`src/rtl/parity_pkg.sv`:
```
// Shared types and helpers for the streaming parity frame generator.
package parity_pkg;

  typedef enum logic {
    ST_DATA    = 1'b0,
    ST_TRAILER = 1'b1
  } state_t;

  localparam logic PARITY_EVEN = 1'b0;
  localparam logic PARITY_ODD  = 1'b1;

  // Word-counter width; a one-word frame still needs a 1-bit counter.
  function automatic int cnt_width(input int frame_len);
    return (frame_len <= 1) ? 1 : $clog2(frame_len);
  endfunction

endpackage

```
`src/rtl/parity_word.sv`:
```
// Row parity of one word: XOR-reduce of the bits, flipped for odd mode.
module parity_word #(
  parameter int DATA_W = 8
) (
  input  logic [DATA_W-1:0] word,
  input  logic              mode,
  output logic              parity
);

  assign parity = (^word) ^ mode;

endmodule

```
`src/rtl/parity_frame_gen.sv`:
```
// Streaming row/column parity encoder: each word gets a row parity bit and every
// FRAME_LEN words are followed by a column-parity trailer. Optional: PARITY_ERR_INJECT_EN.
module parity_frame_gen
  import parity_pkg::*;
#(
  parameter int DATA_W    = 8,
  parameter int FRAME_LEN = 4
) (
  input  logic              clk,
  input  logic              rst_n,
  input  logic              odd_mode,
  input  logic              in_valid,
  output logic              in_ready,
  input  logic [DATA_W-1:0] in_data,
  output logic              out_valid,
  input  logic              out_ready,
  output logic [DATA_W-1:0] out_data,
  output logic              out_parity,
  output logic              out_trailer
`ifdef PARITY_ERR_INJECT_EN
  ,
  input  logic              err_inject
`endif
);

  localparam int              CNT_W = cnt_width(FRAME_LEN);
  localparam logic [CNT_W-1:0] LAST  = CNT_W'(FRAME_LEN - 1);

  state_t              state;
  logic [CNT_W-1:0]    cnt;
  logic [DATA_W-1:0]   acc;
  logic                mode_q;

  logic                out_free;
  logic                accept;
  logic                first_word;
  logic                mode_eff;
  logic                inj;
  logic                data_parity;
  logic [DATA_W-1:0]   trailer_word;
  logic                trailer_parity;

  // Output register may be reloaded when empty or being drained this cycle.
  assign out_free   = !out_valid || out_ready;
  assign in_ready   = (state == ST_DATA) && out_free;
  assign accept     = in_valid && in_ready;
  assign first_word = (cnt == '0);

  // The first word of a frame uses the live mode; the rest use the latched one.
  assign mode_eff     = first_word ? odd_mode : mode_q;
  assign trailer_word = acc ^ {DATA_W{mode_q}};

`ifdef PARITY_ERR_INJECT_EN
  assign inj = err_inject;
`else
  assign inj = 1'b0;
`endif

  parity_word #(.DATA_W(DATA_W)) u_data_par (
    .word   (in_data),
    .mode   (mode_eff),
    .parity (data_parity)
  );

  parity_word #(.DATA_W(DATA_W)) u_trailer_par (
    .word   (trailer_word),
    .mode   (mode_q),
    .parity (trailer_parity)
  );

  always_ff @(posedge clk) begin
    if (!rst_n) begin
      state       <= ST_DATA;
      cnt         <= '0;
      acc         <= '0;
      mode_q      <= PARITY_EVEN;
      out_valid   <= 1'b0;
      out_data    <= '0;
      out_parity  <= 1'b0;
      out_trailer <= 1'b0;
    end else begin
      if (out_valid && out_ready) begin
        out_valid <= 1'b0;
      end

      case (state)
        ST_DATA: begin
          if (accept) begin
            out_valid   <= 1'b1;
            out_data    <= in_data;
            out_parity  <= data_parity ^ inj;
            out_trailer <= 1'b0;
            if (first_word) begin
              mode_q <= odd_mode;
              acc    <= in_data;
            end else begin
              acc    <= acc ^ in_data;
            end
            if (cnt == LAST) begin
              cnt   <= '0;
              state <= ST_TRAILER;
            end else begin
              cnt   <= cnt + 1'b1;
            end
          end
        end

        ST_TRAILER: begin
          // Trailer takes one output slot, then the next frame may start.
          if (out_free) begin
            out_valid   <= 1'b1;
            out_data    <= trailer_word;
            out_parity  <= trailer_parity;
            out_trailer <= 1'b1;
            state       <= ST_DATA;
          end
        end

        default: state <= ST_DATA;
      endcase
    end
  end

endmodule
```
`config.mk`:
```
export PLATFORM = sky130hd
export DESIGN_NAME = parity_frame_gen
export DESIGN_NICKNAME = d
export VERILOG_FILES = /design/src/rtl/parity_pkg.sv /design/src/rtl/parity_word.sv /design/src/rtl/parity_frame_gen.sv
export SDC_FILE = /design/constraint.sdc
export NUM_CORES = 1
export LEC_CHECK = 0
export ABC_CLOCK_PERIOD_IN_PS = 2400
export CAP_MARGIN = 5
export CELL_PAD_IN_SITES_DETAIL_PLACEMENT = 1
export CELL_PAD_IN_SITES_GLOBAL_PLACEMENT = 2
export CORE_MARGIN = 2
export CORE_UTILIZATION = 32
export DETAILED_ROUTE_END_ITERATION = 8
export MAX_ROUTING_LAYER = met4
export PLACE_DENSITY = 0.82
export SYNTH_ARGS = -nofsm -noshare
export SYNTH_HDL_FRONTEND = slang
export SYNTH_HIERARCHICAL = 1
export SYNTH_SLANG_ARGS = --single-unit
```
`constraint.sdc`:
```
create_clock -name clk -period 2.4 [get_ports clk]
set_input_delay 0.48 -clock clk [delete_from_list [all_inputs] [get_ports clk]]
set_output_delay 0.48 -clock clk [all_outputs]
set_load 0.005 [all_outputs]
```
==> results of run 1 <==
## final timing paths
path                            slack (ps)  cells past startpoint                       end                startpoint
worst min register to register         490                      1  out_data[3]$_SDFFE_PN0P_  out_data[3]$_SDFFE_PN0P_
worst max-delay path                   180                      9   out_parity$_SDFFE_PN0P_       cnt[0]$_SDFFE_PN0P_
worst min-delay path                   490                      1  out_data[3]$_SDFFE_PN0P_  out_data[3]$_SDFFE_PN0P_
worst max register to register         180                      9   out_parity$_SDFFE_PN0P_       cnt[0]$_SDFFE_PN0P_
## cells in the mapped netlist, types with 4 or more instances
cell,instances,area (µm²)
nand3_1,9,45.0
o31ai_1,8,60.1
xnor2_1,8,70.1
o21ai_0,4,20.0
nor2_1,10,37.5
a21oi_1,7,35.0
nand4b_1,9,78.8
mux2_2,8,90.1
inv_1,4,15.0
xor2_1,10,87.6
buf_2,7,35.0
a31oi_1,8,50.1
dfxtp_1,23,460
a22o_1,8,70.1
## worst max-delay path, cell delays in order (launching register included)
cell and delay (ps):
dfxtp_1 380, inv_1 60, ha_1 230, mux2_1 360, xnor2_1 190, xnor3_1 250, xnor2_1 170, mux2i_1 80
or3_1 310, a21oi_1 140
## where the power goes
part	internal (µW)	switching (µW)	leakage, µW
Sequential	411	28.2	0.000189
Combinational	192	145	0.000483
Clock	116	136	0.0000255
Total	720	309	0.000698
## stage by stage
| step | setup TNS [ps] | setup slack [ps] | cell area, µm² |
|---|---|---|---|
| floorplan | 0 | 276 | 1390 |
| global placement | 0 | 29.9 | 1720 |
| detailed placement | -40.8 | -40.8 | 1720 |
| CTS | 0 | 180 | 1770 |
| global route | 0 | 16.1 | 1770 |
| finish | 0 | 183 | 1770 |
## kinds of logic after synthesis
| family | Yosys count | synth area share, % |
|---|---|---|
| flip-flops | 23 | 33.2 |
| XOR/XNOR | 22 | 17.0 |
| buffers and inverters | 15 | 5.50 |
| multiplexers | 10 | 8.03 |
| AND/OR/NAND/NOR | 39 | 17.0 |
| adder cells (fa/ha/maj) | 2 | 1.80 |
| AO/OA/AOI/OAI | 36 | 17.5 |
## routing by layer
layer | part of all wire [%] | GRT usage, % | up-vias
met5 | 0 | - | -
met4 | 0.99 | 3.85 | 0
met3 | 3.1 | 3.46 | 4
met2 | 49 | 25.1 | 17
li1 | - | - | 593
met1 | 47 | 22.2 | 583
## final cells by class
class                      count  area share, %
timing repair buffer          36           18.7
clock inverter                 1          0.283
inverter                       4          0.850
multi-input combinational    109           48.2
clock buffer                   3           2.34
sequential                    23           26.1
tap                           50           3.54
## sequential cells by signal, indices dropped and copies added, names as in the netlist
name	count
cnt	2
out_parity	1
out_data	8
out_valid	1
out_trailer	1
acc	8
state	1
mode_q	1
==> metrics.md, run 1 <==
| Metric | Value |
|---|---|
| Outcome | `finished clean` |
| Synth Flop Type | `dfxtp_1` |
| Max-Cap Viols | `0` |
| CTS Buffer Depth | `2` |
| Post-synthesis net count | `between 150 and 200` |
| Total CTS buffers | `3` |
| WP data arrival | `2430 ps` |
| Slew margin rel. | `67.9%` |
| Area Growth Syn to Fin | `27.2%` |
| Initial antenna violation count | `0` |
| DR pass1 iterations | `4` |
| Post-synth EDFFs | `0` |
| Fin crit share | `between 90% and 100%` |
| H-tree lvl count | `1` |
| Final setup viols | `0` |
| DRC | `0` |
| GPL Wtd Cong | `0.717` |
| Clk_skew | `7.85 ps` |
| # Post-CTS Setup Buffers | `0` |
| Clk slew on worst S/H paths | `roughly 90 ps` |
| Wire per inst | `16.1 µm` |
| Slew Limit Fails | `0` |
| Routed vias | `1197` |
| Most common cell after layout, fill and taps aside | `clkdlybuf4s50_1` |
| Clock root buffer | `clkbuf_8` |
| DIE HEIGHT | `roughly 70 µm` |
| CTS tree | `built` |
| CP Capture Type | `flop` |
| RSZ-0062 raised after global routing | `no` |
| Layout net count | `192` |
| Vias/cell | `5.30` |
| Minimum clock period | `between 2000 and 2500 ps` |
| Post-DP HPWL | `roughly 2.7 mm` |
| Largest net degree at the start of global routing | `19` |
| Fin util | `43.2%` |
| Starting Density | `34.0%` |
| Max Fanout on Critical Path | `4` |
| 1st-iter DRT viols | `38` |
| Critical path startpoint category | `flop` |
| LEAKAGE | `approximately 0.0007 µW` |
| GR Overflow Total | `0` |
| Number of global-route vias before repair | `~1300` |
| Synth async-reset ratio | `0%` |
| Global-route wire length before repair | `6.28 mm` |
| Critical Path RT | `2610 ps` |
| Die area | `4880 µm²` |
| Chip width | `between 60 and 70 µm` |
| Ant diodes | `0` |
| Clock sinks | `23` |
| Final WL | `3.65 mm` |
| Count of cell types in the netlist | `32` |
| CTS Hold Bufs | `0` |
| Cell Area, Synth | `around 1400 µm²` |
| Fraction of layout cells with a size suffix above 1 | `roughly 16%` |
| Avg Cell Area, Syn | `9.44 µm²` |
| Synthesis warning total | `6` |
| Slew of the pin with the lowest slew margin | `479 ps` |
| Layout Cells excl Fill | `226` |
| Hold Violations, Final | `0` |
| Commonest non-fill, non-tap cells in the layout | `24 x clkdlybuf4s50_1, 23 x dfxtp_1, 12 x buf_4, 10 x xor2_1, 10 x nor2_1` |
| HP Class | `flop to flop` |
| Cell row count | `23` |
| Post-DRT Antenna Nets | `0` |
| Skew-Pair Late Insertion Delay | `roughly 270 ps` |
| Placed insts | `222` |
| Power per cell area | `583 nW/µm²` |
| Number of filler instances in the final layout | `between 400 and 500` |
| Register area | `between 400 and 500 µm²` |
| Highest Clock Rate | `0.451 GHz` |
| Port buffer count | `24` |
| Post-synthesis sequential area ratio | `around 33%` |
| Core Footprint | `roughly 4100 µm²` |
| PnR Total Power | `1030 µW` |
| Crit path kind | `flop to flop` |
| Area of the multi-input gates | `851 µm²` |
| Total Routing Usage GR | `16.4%` |
| Post-cts repair resize count | `0` |
| Hold slack | `a little under 500 ps` |
| Synth Register Bits | `23` |
| Boundary pin count | `25` |
| Peak VDD IR | `0.297 mV` |
| Mapped Cells | `147` |
(Power assumes the default switching activity.)
==> inputs of run 2 (changes only) <==
--- a/config.mk
+++ b/config.mk
@@ -12,8 +12,8 @@
 export CORE_MARGIN = 2
 export CORE_UTILIZATION = 32
 export DETAILED_ROUTE_END_ITERATION = 8
-export MAX_ROUTING_LAYER = met4
 export PLACE_DENSITY = 0.82
+export RECOVER_POWER = 50
 export SYNTH_ARGS = -nofsm -noshare
 export SYNTH_HDL_FRONTEND = slang
 export SYNTH_HIERARCHICAL = 1
==> run 2 against run 1 <==
Compared with the run above:
- cell count stayed put
- wire length hardly changed
- via count is 0.67% lower
- first-iteration DRC count stayed put
- maximum frequency is 1.1% lower
- critical path depth is 5 lower
- setup slack worse by 25 ps
- sequential share of layout area stayed put
- hold slack worse by 5.4 ps
- count of clock-buffer cells in the layout stayed put
- clock power hardly changed
- cell area stayed put
- critical endpoint is now in_ready
- largest cell class unchanged
==> metrics.md, run 2 (synthesis results as in run 1) <==
| Metric | Value |
|---|---|
| Vias/cell | `5.26 (was 5.30)` |
| CTS Buffer Depth | `2 (unchanged)` |
| Total CTS buffers | `3 (unchanged)` |
| Slew of the pin with the lowest slew margin | `480 ps (was 479 ps)` |
| Core Footprint | `4090 µm² (unchanged)` |
| Global-route wire length before repair | `6.27 mm (was 6.28 mm)` |
| HP Class | `flop to flop (unchanged)` |
| Ant diodes | `0 (unchanged)` |
| Clock root buffer | `clkbuf_8 (unchanged)` |
| 1st-iter DRT viols | `38 (unchanged)` |
| Skew-Pair Late Insertion Delay | `270 ps (about the same)` |
| Clock sinks | `23 (unchanged)` |
| Hold path cells | `1 (unchanged)` |
| Highest Clock Rate | `0.446 GHz (was 0.451 GHz)` |
| CTS Hold Bufs | `0 (unchanged)` |
| CP Capture Type | `output pin (was flop)` |
| Slew margin rel. | `67.8% (was 67.9%)` |
| Worst slack, placed | `-40.8 ps (unchanged)` |
| CTS tree | `built (unchanged)` |
| Starting Density | `34.0% (unchanged)` |
| Die area | `4880 µm² (unchanged)` |
| # Post-CTS Setup Buffers | `0 (unchanged)` |
| Post-DRT Antenna Nets | `0 (unchanged)` |
| Final setup viols | `0 (unchanged)` |
| Commonest non-fill, non-tap cells in the layout | `23 x dfxtp_1, 14 x clkdlybuf4s50_1, 12 x buf_4 (was 24 x clkdlybuf4s50_1, 23 x dfxtp_1, 12 x buf_4, 10 x xor2_1, 10 x nor2_1)` |
| Minimum clock period | `2240 ps (was 2220 ps)` |
| Max Fanout on Critical Path | `2 (was 4)` |
| Post-cts repair resize count | `0 (unchanged)` |
| Fin crit share | `93.4% (was 92.4%)` |
| Routed vias | `1189 (was 1197)` |
| Post-DP HPWL | `2.71 mm (unchanged)` |
| Final Worst Setup Slack | `158 ps (was 183 ps)` |
| Area Growth Syn to Fin | `27.2% (unchanged)` |
| Layout net count | `192 (unchanged)` |
| Number of filler instances in the final layout | `473 (unchanged)` |
| DR pass1 iterations | `4 (unchanged)` |
| Worst path cell trace | `dlygate4sd3_1, nor2b_4, nor2_1, clkdlybuf4s50_1 (was inv_1, ha_1, mux2_1, xnor2_1, xnor3_1, xnor2_1, mux2i_1, or3_1, a21oi_1)` |
| Slowest-stage cell, CP | `dlygate4sd3_1 (was dfxtp_1)` |
| DIE HEIGHT | `69.9 µm (unchanged)` |
| DRC | `0 (unchanged)` |
| R2R Path End | `out_parity$_SDFFE_PN0P_ (unchanged)` |
| Chip width | `69.9 µm (unchanged)` |
| Max-Cap Viols | `0 (unchanged)` |
| Setup TNS | `0 ps (unchanged)` |
| Power per cell area | `580 nW/µm² (was 583 nW/µm²)` |
| Cell area after layout | `1770 µm² (unchanged)` |
| Hold Violations, Final | `0 (unchanged)` |
| Final WL | `3.65 mm (about the same)` |
| Crit path kind | `input pin to output pin (was flop to flop)` |
| Top flop regs | `acc: 8 flops, out_data: 8 flops, cnt: 2 flops (unchanged)` |
| Critical path startpoint category | `input pin (was flop)` |
| RSZ-0062 raised after global routing | `no (unchanged)` |
| Initial antenna violation count | `0 (unchanged)` |
| Fraction of layout cells with a size suffix above 1 | `15.9% (unchanged)` |
| Peak VDD IR | `0.296 mV (was 0.297 mV)` |
| Outcome | `finished clean (unchanged)` |
| Port buffer count | `24 (unchanged)` |
| WP data arrival | `1760 ps (was 2430 ps)` |
| Largest net degree at the start of global routing | `19 (unchanged)` |
| Clk slew on worst S/H paths | `90 ps (about the same)` |
| Crit path largest cell delay | `590 ps (was 380 ps)` |
| Post-DP Area | `1720 µm² (unchanged)` |
| GPL Wtd Cong | `0.709 (was 0.717)` |
| Reg-to-Reg Start | `cnt[0]$_SDFFE_PN0P_ (unchanged)` |
| Cell row count | `23 (unchanged)` |
| Number of global-route vias before repair | `1271 (was 1269)` |
| HP Start | `out_data[3]$_SDFFE_PN0P_ (unchanged)` |
| Flop2flop setup slack | `190 ps (was 180 ps)` |
| R2R depth | `9 (unchanged)` |
| Boundary pin count | `25 (unchanged)` |
| WHS Endpoint | `out_data[3]$_SDFFE_PN0P_ (unchanged)` |
| GR Overflow Total | `0 (unchanged)` |
| Total Routing Usage GR | `15.9% (was 16.4%)` |
| Critical Path RT | `1920 ps (was 2610 ps)` |
| Clk_skew | `8.07 ps (was 7.85 ps)` |
| Slew Limit Fails | `0 (unchanged)` |
| Most common cell after layout, fill and taps aside | `dfxtp_1 (was clkdlybuf4s50_1)` |
| LEAKAGE | `0.000720 µW (was 0.000698 µW)` |
| Wire per inst | `16.1 µm (about the same)` |
| H-tree lvl count | `1 (unchanged)` |
-- run 2: cell types whose count changed in the layout (fill, tap and decap cells not counted) --
cell             change
dlygate4sd3_1       +10
clkdlybuf4s50_1     -10
-- run 2: how the worst max path moves through the flow --
stage                                         end  slack [ps]           startpoint
after floorplan           out_parity$_SDFFE_PN0P_         280  cnt[0]$_SDFFE_PN0P_
after global routing      out_parity$_SDFFE_PN0P_          20  mode_q$_SDFFE_PN0P_
final                                    in_ready         160            out_ready
after CTS                 out_parity$_SDFFE_PN0P_         180  mode_q$_SDFFE_PN0P_
after global placement    out_parity$_SDFFE_PN0P_          30             odd_mode
after detailed placement  out_parity$_SDFFE_PN0P_         -40             odd_mode
-- run 2: cell type report --
type	instances	area, µm²	share of cell area, %
inverter	4	15.0	0.850
sequential	23	460	26.1
tap	50	62.6	3.54
clock buffer	3	41.3	2.34
clock inverter	1	5.00	0.283
multi-input combinational	109	851	48.2
timing repair buffer	36	330	18.7
-- run 2: power breakdown --
group / internal (µW) / switching, µW
registers: 411 / 27.8
logic: 189 / 145
clock network: 116 / 135
-- run 2: metrics by stage --
step | hold WS (ps) | std cells | total power (µW) | util, %
2_1_floorplan | 466 | 147 | 675 | -
3_3_place_gp | 460 | 222 | 779 | 42.1
3_5_place_dp | 470 | 222 | 787 | 42.1
4_1_cts | 495 | 226 | 1050 | 43.2
5_1_grt | 511 | 226 | 1090 | 43.2
6_report | 481 | 226 | 1020 | 43.2
-- run 2: worst max-delay path: cells and delay by family --
| family | cells | cell delay (ps) |
|---|---|---|
| buffers and inverters | 2 | 1110 |
| AND/OR/NAND/NOR | 2 | 170 |
-- run 2: routing by layer --
metal	vias up	track usage, %	wire length (µm)
li1	593	-	-
met3	2	3.46	107
met5	-	0	0
met1	576	22.2	1730
met2	18	25.1	1790
met4	0	3.85	17
==> variant 1 (settings of run 1) <==
`DATA_W` is set to 8 in 2 places; all go to 12.
--- a/src/rtl/parity_word.sv
+++ b/src/rtl/parity_word.sv
@@ -2,3 +2,3 @@
 module parity_word #(
-  parameter int DATA_W = 8
+  parameter int DATA_W = 12
 ) (
--- a/src/rtl/parity_frame_gen.sv
+++ b/src/rtl/parity_frame_gen.sv
@@ -5,3 +5,3 @@
 #(
-  parameter int DATA_W    = 8,
+  parameter int DATA_W    = 12,
   parameter int FRAME_LEN = 4
Ports: changed (resized in_data and out_data); port bits go from 25 to 33. The function was not compared with the original's and may differ.
==> variant 1 against run 1 <==
- synthesized cell count rose by 35%
- routed wire length rose by 51%
- die area rose by 34%
- setup slack got worse by 0.043 ns
- area after synthesis rose by 36%
- combinational power rose by 54%
- power rose by 53%
- sequential cell count rose by 8
- sequential share of layout area fell by 1.3 points
- critical path depth did not move
- cell area rose by 42%
- maximum frequency fell by 1.9%
- critical path type unchanged
- critical endpoint unchanged
- largest cell class unchanged
==> variant 1: results (changes against run 1) <==
Status = complete, no violations
Met3 WL = 167 um (+49%)
P_leak = 0.00102 uW (+46%)
Vias per inst = 5.23 (-1.2%)
NumNets Final = 261 (+36%)
Global routing met3 resource utilization = 4.67% (+1.2 points)
Synth unique cells = 28 (-13%)
GR Layer Usage met1 = 24.3% (+2.1 points)
Post-Place Cells = 307 (+38%)
Total CTS buffers = 5 (+2)
DRT met1 WL = 2.71 mm (+57%)
Logic pwr share = 32.9% (about the same)
Setup Skew = 0.00687 ns (-0.000974 ns)
#MultiIn Comb = 145 (+33%)
Fraction of area in multi-input gates = 46.7% (-1.5 points)
Share of cells above drive strength 1 = 19.3% (+3.4 points)
Fillers = 660 (+40%)
Dpl cell area = 2390 um2 (+39%)
Gp weighted congestion = 0.781 (+8.9%)
Avg WL per Cell = 17.5 um (+8.4%)
Non-clk buf share = 20.3% (+1.6 points)
Die area = 6540 um2 (+34%)
Clk tree area frac = 4.00% (+1.4 points)
Layout area overhead = 32.6%
First-pass GRT wire length = 9.03 mm (+44%)
Flops & latches, synth = 31 (+35%)
H-tree depth = 2 (+1)
Synth top area cells = dfxtp_1 33%, mux2_2 7.7%, xnor3_1 7.2%
Vias in the first global route = 1779 (+40%)
Biggest regs = acc: 12 flops, out_data: 12 flops, cnt: 2 flops
Worst EP arrival = 2.48 ns (+0.05 ns)
Placement Setup Slack = -0.0768 ns (-0.0360 ns)
Register area share after synthesis = 32.8% (-0.34 points)
Clock-pin slew on the worst setup and hold paths = 0.07 ns (-0.02 ns)
Top cells by count, synth = 31 x dfxtp_1, 14 x nor2_1, 14 x xor2_1
Clock Latency Late Sink = 0.29 ns (+0.02 ns)
Met2 GRT Util = 30.6% (+5.5 points)
PortBufs = 32 (+33%)
Tightest Pin Transition = 0.842 ns (+0.364 ns)
Clk network pwr share = 29.5% (+5.0 points)
Int Power = 1120 uW (+56%)
Sequential share of cell area = 24.8% (-1.3 points)
Non-clk bufs = 55 (+53%)
Initial DRC count = 81 (+110%)
Final wirelength = 5.51 mm (+51%)
Switching part of the total = 29.0% (-1.0 points)
Hold_sp = out_data[6]$_SDFFE_PN0P_
# clk buffers = 8 (+5)
variant 1: cells by family after synthesis:
family	after synthesis	share of synthesized area, %
adders and majority gates	2	1.32
AOI/OAI and AO/OA	48	17.6
DFF	31	32.8
xor gates and xnor gates	30	18.3
muxes	14	8.28
buffers and inverters	22	6.03
and+or+nand+nor	51	15.6
variant 1: path summary, 6_finish.rpt:
check | to | slack, ns | cells after the start
hold / removal | out_data[6]$_SDFFE_PN0P_ | 0.48 | 1
setup reg to reg | out_parity$_SDFFE_PN0P_ | 0.14 | 9
hold reg to reg | out_data[6]$_SDFFE_PN0P_ | 0.48 | 1
setup / recovery | out_parity$_SDFFE_PN0P_ | 0.14 | 9
variant 1: worst register-to-register path: stages (launching register included):
cell and delay [ns]:
dfxtp_1 0.37, inv_1 0.07, ha_2 0.21, mux2_4 0.33, xnor3_1 0.34, xnor3_1 0.23
xnor2_1 0.12, mux2i_1 0.07, or3_1 0.30, a21oi_1 0.15
==> variant 2 (settings of run 1) <==
Made on the original files. Reset style: asynchronous (`rst_n`), changed in one clocked block.
--- a/src/rtl/parity_frame_gen.sv
+++ b/src/rtl/parity_frame_gen.sv
@@ -70,3 +70,3 @@
 
-  always_ff @(posedge clk) begin
+  always_ff @(posedge clk or negedge rst_n) begin
     if (!rst_n) begin
Formal check against the unedited RTL: differs if rst_n is asserted again (counterexample within 4 cycles, from zero or initial values and one cycle with rst_n low); with rst_n held inactive, the same outputs for 10 cycles.
==> variant 2 against run 1 <==
- setup slack got worse by 0.049 ns
- routed wire length rose by 5.1%
- global-route usage rose by 0.65 points
- area after synthesis rose by 2.0%
- cell area rose by 3.5%
- die area rose by 1.9%
- sequential share of layout area rose by 5.4 points
- sequential cell count did not move
Power is not compared: it rests on default switching activity, and its combinational part moved more than twofold at a synthesized area within 25%.
==> variant 2: results (changes against run 1) <==
Drt first pass iters = 4 (unchanged)
Post-synth ARST share = 100% (+100 points)
EDFF count, synth = 0 (unchanged)
Vias in the first global route = 1312 (+3.4%)
Clock Latency Late Sink = 0.26 ns
Worst min path class = flip-flop to flip-flop
NumNets Final = 189 (-1.6%)
Clock root buffer = clkbuf_8
Setup Skew = 0.00385 ns (-0.00400 ns)
Number of gates resized after CTS = 0 (unchanged)
Yosys warnings = 6 (unchanged)
Total CTS buffers = 3 (unchanged)
Fillers = 489 (+3.4%)
H-tree depth = 1 (unchanged)
Relative slew slack = 72.6% (+4.7 points)
Setup bufs post-CTS = 0 (unchanged)
Final wirelength = 3.83 mm (+5.1%)
Largest net degree at the start of global routing = 24 (+5)
Register area share after synthesis = 40.7% (+7.5 points)
Vias = 1179 (-1.5%)
Initial antenna violation count = 0 (unchanged)
Biggest regs = acc: 8 flops, out_data: 8 flops, cnt: 2 flops
CP Max Fanout = 9 (+5)
Max VDD drop = 372 uV
Status = complete, no violations
Top cells by count, synth = 28 x o21ai_0, 23 x dfrtp_1, 10 x xor2_1
P_leak = 0.000740 uW
First-pass GRT wire length = 6.44 mm (+2.6%)
Net count after synthesis = 154 (-4.9%)
Longest Clk Path Bufs = 2 (unchanged)
Global-route total usage across every layer = 17.0% (+0.65 points)
Share of cells above drive strength 1 = 14.5% (-1.5 points)
Synth unique cells = 31 (-3.1%)
Clock-pin slew on the worst setup and hold paths = 0.08 ns
Synth top area cells = dfrtp_1 41%, o21ai_0 9.9%, xor2_1 6.2%
Final HPWL DP = 2.83 mm (+4.5%)
Gp weighted congestion = 0.751 (+4.8%)
ANT cells = 0 (unchanged)
Worst EP arrival = 2.42 ns
Placement Setup Slack = -0.0330 ns (+0.00779 ns)
PortBufs = 24 (unchanged)
Initial DRC count = 40 (+5.3%)
Switching part of the total = 38.3%
-- variant 2: cell count changes in the layout (fill, tap and decap cells not counted), sizes merged, moves of 2 or more --
cell / delta
o21ai: +26
dfrtp: +23
dfxtp: -23
o31ai: -8
a22o: -7
mux2i: +7
nand4b: -7
nand3b: +6
mux2: -5
nand3: -5
nor2: -5
nor3: -3
a31oi: -2
and2: +2
-- variant 2: final cells by class --
cell class / count / area (um2) / share of cell area (%)
multi-input cells: 106 / 792 / 43.4
repair buffers: 37 / 338 / 18.5
flip-flops and latches: 23 / 576 / 31.5
well taps: 52 / 65.1 / 3.56
clock buffers: 4 / 45.0 / 2.47
inverters: 3 / 11.3 / 0.616
-- variant 2: path summary, 6_finish.rpt --
check	start	to	slack [ns]	depth (start not counted)
min in group asynchronous	rst_n	out_valid$_DFF_PN0_	0.58	2
hold / removal	out_data[6]$_DFFE_PN0P_	out_data[6]$_DFFE_PN0P_	0.51	2
hold reg to reg	out_data[6]$_DFFE_PN0P_	out_data[6]$_DFFE_PN0P_	0.51	2
setup reg to reg	mode_q$_DFFE_PN0P_	out_parity$_DFFE_PN0P_	0.13	6
max in group asynchronous	rst_n	cnt[1]$_DFFE_PN0P_	1.56	2
setup / recovery	mode_q$_DFFE_PN0P_	out_parity$_DFFE_PN0P_	0.13	6
-- variant 2: kinds of logic (layout without fill, tap and decap cells) --
group	after synthesis	in the layout	synth area share (%)
AO/OA/AOI/OAI	43	43	16.3
AND/OR/NAND/NOR	27	27	12.5
flip-flops	23	23	40.7
XOR/XNOR	22	22	16.6
multiplexers	12	12	8.84
buffers and inverters	10	44	3.36
adder cells (fa/ha/maj)	2	2	1.77
-- variant 2: power groups by stage --
stage / logic (uW) / registers, uW / clock network, uW
floorplan: 1090 / 655 / 0
global placement: 1410 / 686 / 0
CTS: 1510 / 696 / 252
finish: 1500 / 693 / 244
detailed placement: 1500 / 701 / 0
global route: 1610 / 722 / 274
-- variant 2: layer usage --
| metal | GRT usage [%] | share of wire [%] | vias up |
|---|---|---|---|
| met5 | - | 0 | - |
| met4 | 6.41 | 1.0 | 0 |
| met3 | 1.30 | 2.0 | 2 |
| met2 | 29.4 | 52 | 20 |
| met1 | 20.7 | 45 | 590 |
| li1 | - | - | 567 |
-- variant 2: worst max-delay path: stages (launching register included) --
cell	delay [ns]
dfrtp_1	0.59
xor2_1	0.29
xnor2_1	0.17
xnor3_1	0.43
xnor2_1	0.15
mux2_2	0.27
mux2_2	0.26
-- variant 2: per-stage QoR --
step           area, um2  std cells  hold WS [ns]  utilization (%)
2_1_floorplan       1420        139         0.184                -
3_3_place_gp        1780        221         0.485             41.5
3_5_place_dp        1780        221         0.494             41.5
4_1_cts             1830        225         0.521             42.5
5_1_grt             1830        225         0.559             42.5
6_report            1830        225         0.515             42.5
